### config.mk
export PLATFORM = sky130hd
export DESIGN_NAME = seq_digit_adder
export DESIGN_NICKNAME = d
export VERILOG_FILES = /design/src/rtl/seq_digit_adder.sv
export SDC_FILE = /design/constraint.sdc
export NUM_CORES = 1
export LEC_CHECK = 0
export ABC_AREA = 1
export ABC_CLOCK_PERIOD_IN_PS = 2500
export CAP_MARGIN = 20
export CORE_MARGIN = 2
export CORE_UTILIZATION = 51
export DETAILED_ROUTE_END_ITERATION = 6
export GPL_TIMING_DRIVEN = 0
export PLACE_DENSITY_LB_ADDON = 0.08
export SLEW_MARGIN = 20
export SYNTH_ARGS = -nofsm -noshare
export SYNTH_HDL_FRONTEND = slang
export SYNTH_SLANG_ARGS = --single-unit
### constraint.sdc
create_clock -name clk -period 2.5 [get_ports clk]
set_input_delay 0.625 -clock clk [delete_from_list [all_inputs] [get_ports clk]]
set_output_delay 0.625 -clock clk [all_outputs]
set_load 0.05 [all_outputs]
### src/rtl/seq_digit_adder.sv
// rtl/seq_digit_adder.sv - multi-cycle adder/subtractor, one DIGIT-bit ripple slice per clock
// Optional zero flag output enabled by defining SEQ_ADDER_ZERO_FLAG_EN.
module seq_digit_adder #(
    parameter int WIDTH = 32,
    parameter int DIGIT = 8
) (
    input  logic             clk,
    input  logic             rst,
    input  logic             in_valid,
    output logic             in_ready,
    input  logic [WIDTH-1:0] a,
    input  logic [WIDTH-1:0] b,
    input  logic             cin,
    input  logic             sub,
    output logic             out_valid,
    input  logic             out_ready,
    output logic [WIDTH-1:0] sum,
    output logic             cout,
    output logic             ovf
`ifdef SEQ_ADDER_ZERO_FLAG_EN
    ,
    output logic             zero
`endif
);

    localparam int N  = WIDTH / DIGIT;
    localparam int CW = (N > 1) ? $clog2(N) : 1;

    if ((WIDTH % DIGIT) != 0 || WIDTH < DIGIT) begin : g_bad_params
        $error("seq_digit_adder: WIDTH must be a non-zero multiple of DIGIT");
    end

    typedef enum logic [1:0] {S_IDLE, S_RUN, S_DONE} state_t;

    state_t            state_q, state_d;
    logic [WIDTH-1:0]  a_q, a_d, b_q, b_d, sum_q, sum_d;
    logic [CW-1:0]     cnt_q, cnt_d;
    logic              carry_q, carry_d;
    logic              cout_q, cout_d, ovf_q, ovf_d;
    logic              in_ready_q, in_ready_d, out_valid_q, out_valid_d;
    logic              zacc_q, zacc_d, zero_q, zero_d;

    logic [DIGIT-1:0]  a_sl, b_sl, s_sl;
    logic              c_sl, last;

    // Operands shift right each pass, so the active slice is always the low DIGIT bits.
    assign a_sl = a_q[DIGIT-1:0];
    assign b_sl = b_q[DIGIT-1:0];
    assign {c_sl, s_sl} = {1'b0, a_sl} + {1'b0, b_sl} + {{DIGIT{1'b0}}, carry_q};
    assign last = (cnt_q == CW'(N - 1));

    always_comb begin
        state_d     = state_q;
        a_d         = a_q;
        b_d         = b_q;
        sum_d       = sum_q;
        cnt_d       = cnt_q;
        carry_d     = carry_q;
        cout_d      = cout_q;
        ovf_d       = ovf_q;
        in_ready_d  = in_ready_q;
        out_valid_d = out_valid_q;
        zacc_d      = zacc_q;
        zero_d      = zero_q;
        case (state_q)
            S_IDLE: begin
                if (in_valid) begin
                    state_d    = S_RUN;
                    a_d        = a;
                    b_d        = sub ? ~b : b;
                    carry_d    = sub ? 1'b1 : cin;
                    cnt_d      = '0;
                    sum_d      = '0;
                    zacc_d     = 1'b0;
                    in_ready_d = 1'b0;
                end
            end
            S_RUN: begin
                for (int k = 0; k < N; k++) begin
                    if (cnt_q == CW'(k)) sum_d[k*DIGIT +: DIGIT] = s_sl;
                end
                a_d     = a_q >> DIGIT;
                b_d     = b_q >> DIGIT;
                carry_d = c_sl;
                cnt_d   = cnt_q + 1'b1;
                zacc_d  = zacc_q | (|s_sl);
                if (last) begin
                    cnt_d       = '0;
                    cout_d      = c_sl;
                    // Carry into the MSB is recovered from the MSB's own sum bit.
                    ovf_d       = a_sl[DIGIT-1] ^ b_sl[DIGIT-1] ^ s_sl[DIGIT-1] ^ c_sl;
                    zero_d      = ~(zacc_q | (|s_sl));
                    state_d     = S_DONE;
                    out_valid_d = 1'b1;
                end
            end
            S_DONE: begin
                if (out_ready) begin
                    state_d     = S_IDLE;
                    out_valid_d = 1'b0;
                    in_ready_d  = 1'b1;
                end
            end
            default: begin
                state_d     = S_IDLE;
                in_ready_d  = 1'b1;
                out_valid_d = 1'b0;
            end
        endcase
    end

    always_ff @(posedge clk) begin
        if (rst) begin
            state_q     <= S_IDLE;
            a_q         <= '0;
            b_q         <= '0;
            sum_q       <= '0;
            cnt_q       <= '0;
            carry_q     <= 1'b0;
            cout_q      <= 1'b0;
            ovf_q       <= 1'b0;
            in_ready_q  <= 1'b1;
            out_valid_q <= 1'b0;
            zacc_q      <= 1'b0;
            zero_q      <= 1'b0;
        end else begin
            state_q     <= state_d;
            a_q         <= a_d;
            b_q         <= b_d;
            sum_q       <= sum_d;
            cnt_q       <= cnt_d;
            carry_q     <= carry_d;
            cout_q      <= cout_d;
            ovf_q       <= ovf_d;
            in_ready_q  <= in_ready_d;
            out_valid_q <= out_valid_d;
            zacc_q      <= zacc_d;
            zero_q      <= zero_d;
        end
    end

    assign in_ready  = in_ready_q;
    assign out_valid = out_valid_q;
    assign sum       = sum_q;
    assign cout      = cout_q;
    assign ovf       = ovf_q;
`ifdef SEQ_ADDER_ZERO_FLAG_EN
    assign zero      = zero_q;
`endif

endmodule

# --- Word level (Yosys, flattened, before mapping) ---
# Cells that the tools add are included.
totals:
  reg_bits: 105
  in_bits: 70
  elab_cells: 72
classes:
  addsub: 3
  n_eq_ne: 11
  muxes: 27
  bitwise_logic: 6
  reduce_logical: 12
op_table:
  columns: ["operator", "n"]
  rows:
  - ["one-hot mux 32 bit (2 select lines)", 3]
  - ["two-way mux 32 bit", 4]
  - ["two-way mux 8 bit", 4]
  - ["NOT 32 bit", 1]
  - ["AND reduction 3 bit", 7]
  - ["inequality test 2 bit, second input constant", 6]
  - ["two-way mux 2 bit", 5]
  - ["adder 8 x 8 -> 9 bit", 1]
  - ["adder 9 x 1 -> 9 bit", 1]
  - ["== test 2 bit, second input constant", 3]
  - ["two-way mux 1 bit", 6]
  - ["one-hot mux 1 bit (3 select lines)", 2]
  - ["one-hot mux 2 bit (3 select lines)", 1]
  - ["== test 2 x 1 -> 1 bit, second input constant", 2]
  - ["zero test 2 bit", 2]
  - ["one-hot mux 2 bit (2 select lines)", 1]
  - ["AND reduction 2 bit", 2]
  - ["bitwise XOR 1 bit", 3]
  - ["adder 2 x 1 -> 2 bit, second input constant", 1]
  - ["NOT 1 bit", 2]
  - ["one-hot mux 1 bit (2 select lines)", 1]
  - ["nonzero test 2 bit", 1]

# --- Logic depth before layout (Yosys ltp) ---
# Gate-level depths: netlist of run 1.
logic_depth:
  depth_word: 4
  depth_mapped: 10
  depth_no_buf: 10

# --- Least setup slack after synthesis of run 1 ---
# Ideal clock, no wire load.
synth_path:
  path_type: "reg2reg"
  start: "register a_q[0]"
  end: "register sum_q[12], in the netlist sum[12]"
  setup_time_ns: 0.120
  t_arrival_ns: 1.767
  setup_slack_ns: 0.613
  stages_incl_launch_ff: 8
  period_less_slack_ns: 1.887
  path_cell_list: "dfxtp_1 fa_1 fa_1 nand2_1 nand3_1 or2_2 nand2_1 a21oi_1"
synth_via:
  elab_chain_cells: 4
synth_lines:
  columns: ["element", "line", "rtl"]
  rows:
  - ["from (decl)", "36", "logic [WIDTH-1:0] a_q, a_d, b_q, b_d, sum_q, sum_d;"]
  - ["from (signal assigned)", "115", "a_q <= '0;"]
  - ["from (signal assigned)", "128", "a_q <= a_d;"]
  - ["adder 8 x 8 -> 9 bit", "49", "assign {c_sl, s_sl} = {1'b0, a_sl} + {1'b0, b_sl} + {{DIGIT{1'b0}}, carry_q};"]
  - ["adder 9 x 1 -> 9 bit", "49", null]
  - ["two-way mux 8 bit", "80", "if (cnt_q == CW'(k)) sum_d[k*DIGIT +: DIGIT] = s_sl;"]
  - ["one-hot mux 32 bit (2 select lines)", "65", "case (state_q)"]
  - ["to (signal assigned)", "130", "sum_q <= sum_d;"]
  - ["to (decl)", "36", null]
# No other way between the ends. The select of a mux whose other input is x is not followed.
# A chain may end at the register's enable or synchronous reset.

# --- Worst setup path in the final report of run 1 ---
layout_path:
  start: "register a_q[0]"
  end: "register sum_q[2], in the netlist sum[2]"
# The elaborated chain is that of the path after synthesis.

==> results of run 1 <==
==> metrics by stage <==
| step | area (um2) | setup WS (ns) |
|---|---|---|
| floorplan | 4940 | 0.613 |
| global route | 6330 | 0.139 |
| global placement | 6130 | 0.300 |
| detailed placement | 6130 | 0.283 |
| CTS | 6330 | 0.276 |
| finish | 6330 | 0.264 |
==> cell families (layout without fill, tap and decap cells) <==
kind of cell	Yosys count	count (layout)	share of synthesized area
and+or+nand+nor	209	209	0.177
AOI/OAI and AO/OA	193	193	0.225
DFF	105	105	0.426
buffers and inverters	94	213	0.0937
xor gates and xnor gates	24	24	0.0426
adders and majority gates	13	13	0.0360
==> layer usage <==
layer,up-vias,track usage
li1,2340,-
met4,0,0.0513
met1,2194,0.342
met2,139,0.418
met5,-,0
met3,15,0.0739
==> report_power, final <==
part           total (mW)  internal, mW  switching [mW]
Clock                1.03         0.392           0.637
Combinational        1.02         0.417           0.607
Sequential           1.91          1.82          0.0942
==> layout make-up <==
type | count | area [um2] | area share
plain buffers | 43 | 267 | 0.0421
clock buffers | 9 | 124 | 0.0196
clock inverters | 7 | 72.6 | 0.0115
inverters | 51 | 196 | 0.0310
multi-input cells | 439 | 2370 | 0.375
flip-flops and latches | 105 | 2100 | 0.332
well taps | 129 | 161 | 0.0255
repair buffers | 103 | 1030 | 0.163
==> worst register-to-register path, cell delays in order (launching register included) <==
cell     delay [ns]
dfxtp_1        0.34
fa_1           0.47
fa_1           0.44
o21ai_0        0.70
a21oi_1        0.16
==> final timing paths <==
path / startpoint / end / slack (ns) / cells past startpoint
min: a_q[29]$_SDFFE_PP0P_ / a_q[29]$_SDFFE_PP0P_ / 0.47 / 2
max reg2reg: a_q[0]$_SDFFE_PP0P_ / sum[2]$_SDFFE_PP0P_ / 0.26 / 4
max: a_q[0]$_SDFFE_PP0P_ / sum[2]$_SDFFE_PP0P_ / 0.26 / 4
min reg2reg: a_q[29]$_SDFFE_PP0P_ / a_q[29]$_SDFFE_PP0P_ / 0.47 / 2
==> cell usage after synthesis, types with 2 or more instances <==
master    count
fa_1          2
nand2_1     181
nand3_2       4
nand3_1       7
buf_2        15
dfxtp_1     105
inv_2         6
buf_6         7
a31oi_1      24
buf_4         9
nand2_4       5
nor2_1        5
or2_2         2
a21oi_1      63
a21oi_2       4
o21a_1        5
buf_1         2
inv_4         2
o21ai_1      25
o21ai_0      42
o21ai_2       4
inv_1        43
nor3_1        2
xnor2_1      24
o211ai_1     23
clkbuf_1     10
ha_1         11
==> sequential cells by signal, indices dropped and copies added (netlist names), 2 cells and up <==
register	cells
a_q	32
b_q	32
sum	32
cnt_q	2
state_q	2
==> results.toml, run 1 <==
[run_status]
status = "completed"

[sta]
min_period_over_period = 0.894
rsz0062_at_grt = "false"
drv_slew = 0
hold_viol_final = 0
relSlewSlack = 0.419
max_freq_ghz = 0.447
holdWs_ns = 0.471
fin_crit_ns = 2.24
worst_pin_slew_ns = 0.862
final.setup.tns_ns = 0
final.setup_skew_ns = 0.0200
setup_violations = 0

[global_route]
grt_pass1_wl_mm = 20.9
grt_max_degree = 21
grt.total_usage = 0.256
grt_pass1_vias = 4333
grt_overflow = 0
antenna_found_initial = 0

[setup_path]
end_kind = "register"
worstSetupPathType = "register to register"
worstPathRequired_ns = 2.73
crit_top_cell = "fa_1"
worstPathMaxFanout = 4
path_cells = "fa_1 -> fa_1 -> o21ai_0 -> a21oi_1"
cpPeakStageDelay_ns = 0.70
crit_family = "adder cells"
arrival_ns = 2.47
crit_buf_inv = 0
startpoint_type = "register"
crit_slowest_cell = "o21ai_0"

[detailed_routing]
highest_layer = "met4"
final_antenna_net_count = 0
post-route-drc-count = 0
vias = 4688
avgViaCountPerCell = 5.29
wl_met3_um = 812
drt-met1-wl_mm = 5.95
routed-wl-met2_mm = 6.15
wl_per_cell_um = 14.7
drt_wl_total_mm = 13.1
drt-initial-drc-count = 225
drt-pass1-iter-count = 5

[placed_design]
gp_routability_congestion = 0.828
placedCellCount = 870
portBuffers = 103
hpwl_mm = 9.85

[synth]
async_reset_ff_frac = 0
yosysSeqAreaShare = 0.426
ys_top_cells_by_area = "dfxtp_1, nand2_1, a21oi_1"
synthesis.instances = 638
yosys_warnings = 0
syn_avg_cell_area_um2 = 7.74
synth_edf_count = 0
ys_types = 33
syn_area_um2 = 4940
syn_nets = 721
ys_ff_latch = 105
synth_top_cell_area_share = 0.426
synth_ff_type = "dfxtp_1"
yosysTopAreaCell = "dfxtp_1"

[cts]
insertion_delay_ns = 0.38
cts.repair.resized = 0
h-tree-depth = 3
cts_hold_repair.buffers = 0
cts_tree = "done"
cts_setup_buffers = 0
cts_buffers = 9
cts.clk_slew.worst_paths_ns = 0.11
cts_buffer_depth = 2
clock_sinks = 105
clock-root-buffer = "clkbuf_8"

[floorplanning]
ios = 106
start_util = 0.529
core_area_um2 = 9330
dieArea_um2 = 10500
rows = 35
floorplan.die.height_um = 102
die_w_um = 102

[cells_and_area]
drive_gt1_frac = 0.100
area_growth_pct = 28.1
antenna_cells = 0
num-fill-cells = 838
nNetsFinal = 835
mostFrequentLayoutCells = "nand2_1, dfxtp_1, clkdlybuf4s50_1"
finalCoreUtilization = 0.678
final_cells = 886
layout_commonest_cell = "nand2_1"

[hold_path]
hp-class = "register to register"

[power]
leakage_nw = 2.64
ir_drop_uv = 491
fin_total_pwr_mw = 3.97
powerDensity_nw_per_um2 = 627

[run]
drv_cap = 0
No activity file was read; power rests on OpenSTA's default activity.
==> inputs of run 2 (changes only) <==
ABC_CLOCK_PERIOD_IN_PS = 2050   (was 2500)
CORE_UTILIZATION = 46   (was 51)
clock period = 2.05 ns   (was 2.5 ns; I/O delays follow)
==> results.toml, run 2 (synthesis gave the netlist of run 1 again) <==
[floorplanning]
floorplan.die.height_um = 108
ios = 106
die_w_um = 108
start_util = 0.476
dieArea_um2 = 11600
rows = 37
core_area_um2 = 10400

[sta]
worst_pin_slew_ns = 0.525
fin_crit_ns = 1.97
drv_slew = 0
max_freq_ghz = 0.507
relSlewSlack = 0.647
final.setup_skew_ns = 0.0156
post-route-worst-setup-slack_ns = 0.0778
rsz0062_at_grt = "false"
min_period_over_period = 0.962
hold_viol_final = 0
setup_violations = 0

[placed_design]
placed_area_um2 = 6140
gp_routability_congestion = 0.845
hpwl_mm = 10.3
place_ws_ns = -0.165
portBuffers = 103

[cells_and_area]
area_growth_pct = 27.4
mostFrequentLayoutCells = "nand2_1, dfxtp_1, clkdlybuf4s50_1"
antenna_cells = 0
multi_input_area_um2 = 2390
num-fill-cells = 1013
finalCoreUtilization = 0.607
drive_gt1_frac = 0.104
layout_commonest_cell = "nand2_1"
final_area_um2 = 6290
regArea_um2 = 2100
nNetsFinal = 835

[global_route]
grt_overflow = 0
grt.total_usage = 0.247
antenna_found_initial = 0
grt_max_degree = 20
grt_pass1_wl_mm = 22.5
grt_pass1_vias = 4617

[power]
powerDensity_nw_per_um2 = 763
leakage_nw = 2.79
ir_drop_uv = 363

[detailed_routing]
avgViaCountPerCell = 5.15
drt_wl_total_mm = 13.7
vias = 4597
post-route-drc-count = 0
drt-pass1-iter-count = 4
drt-initial-drc-count = 164
final_antenna_net_count = 0
wl_per_cell_um = 15.4

[setup_path]
arrival_ns = 2.25
end_kind = "register"
r2r_cells = 7
crit_start = "a_q[0]$_SDFFE_PP0P_"
cp-endpoint = "sum[12]$_SDFFE_PP0P_"
worstPathRequired_ns = 2.33
timing.rr.start = "a_q[0]$_SDFFE_PP0P_"
r2r_slack_ns = 0.08
startpoint_type = "register"
worstPathMaxFanout = 4
worstSetupPathType = "register to register"
r2r-end = "sum[12]$_SDFFE_PP0P_"

[cts]
clock-root-buffer = "clkbuf_8"
clock_sinks = 105
cts_buffer_depth = 2
cts_setup_buffers = 0
cts.clk_slew.worst_paths_ns = 0.11
cts_buffers = 9
cts_tree = "done"
insertion_delay_ns = 0.38
h-tree-depth = 3

[run]
drv_cap = 0

[hold_path]
holdCritStartpoint = "rst"
hp-class = "primary input to register"

[run_status]
status = "completed"
run 2: changes by cell type in the layout (fill, tap and decap cells not counted), moves of 2 or more:
| cell | previous run | this run |
|---|---|---|
| fa_1 | 2 | 0 |
| clkdlybuf4s50_1 | 103 | 67 |
| dlygate4sd2_1 | 0 | 36 |
| fa_2 | 0 | 2 |
run 2: through the flow:
stage,setup TNS (ns),hold slack (ns),power (mW),std cells
final,0,0.379,4.80,893
after floorplan,0,0.439,3.17,638
after CTS,0,0.365,4.83,893
after global placement,-1.14,0.451,3.60,877
after global routing,0,0.384,5.05,893
after detailed placement,-1.20,0.453,3.62,877
run 2: timing repair:
item	in CTS	in global routing
resized for setup	40	2
pin swaps	0	1
hold buffers	0	0
endpoints found under the setup margin	44	6
run 2: worst min-delay path by stage:
stage,to,depth (start not counted)
2_1_floorplan,a_q[24]$_SDFFE_PP0P_,2
3_3_place_gp,a_q[31]$_SDFFE_PP0P_,2
3_5_place_dp,a_q[30]$_SDFFE_PP0P_,2
4_1_cts,a_q[31]$_SDFFE_PP0P_,2
5_1_grt,a_q[31]$_SDFFE_PP0P_,2
6_report,cnt_q[1]$_SDFFE_PP0P_,2
run 2: area by class of cell:
| class | count | share of cell area |
|---|---|---|
| multi-input combinational | 439 | 0.379 |
| sequential | 105 | 0.334 |
| tap | 136 | 0.0270 |
| clock inverter | 6 | 0.00915 |
| buffer | 43 | 0.0423 |
| clock buffer | 10 | 0.0203 |
| inverter | 51 | 0.0312 |
| timing repair buffer | 103 | 0.157 |
run 2: critical path, stage by stage, from the launching register on:
cell     delay [ns]
dfxtp_2        0.35
fa_2           0.41
fa_2           0.41
nand2_1        0.08
nand3_1        0.10
or2_2          0.32
nand2_4        0.12
a21oi_1        0.08
run 2: where the power goes:
part	leakage, nW	switching (mW)	internal, mW
logic	1.83	0.753	0.476
registers	0.866	0.109	2.22
clock network	0.0953	0.769	0.473
total	2.79	1.63	3.17
run 2: routing by layer:
layer / wire, um / part of all wire / global-route usage / vias to the layer above
met3: 652 / 0.047 / 0.0533 / 14
met4: 208 / 0.015 / 0.0742 / 0
met5: 0 / 0 / 0 / -
met1: 6530 / 0.48 / 0.333 / 2140
met2: 6350 / 0.46 / 0.398 / 104
li1: - / - / - / 2339
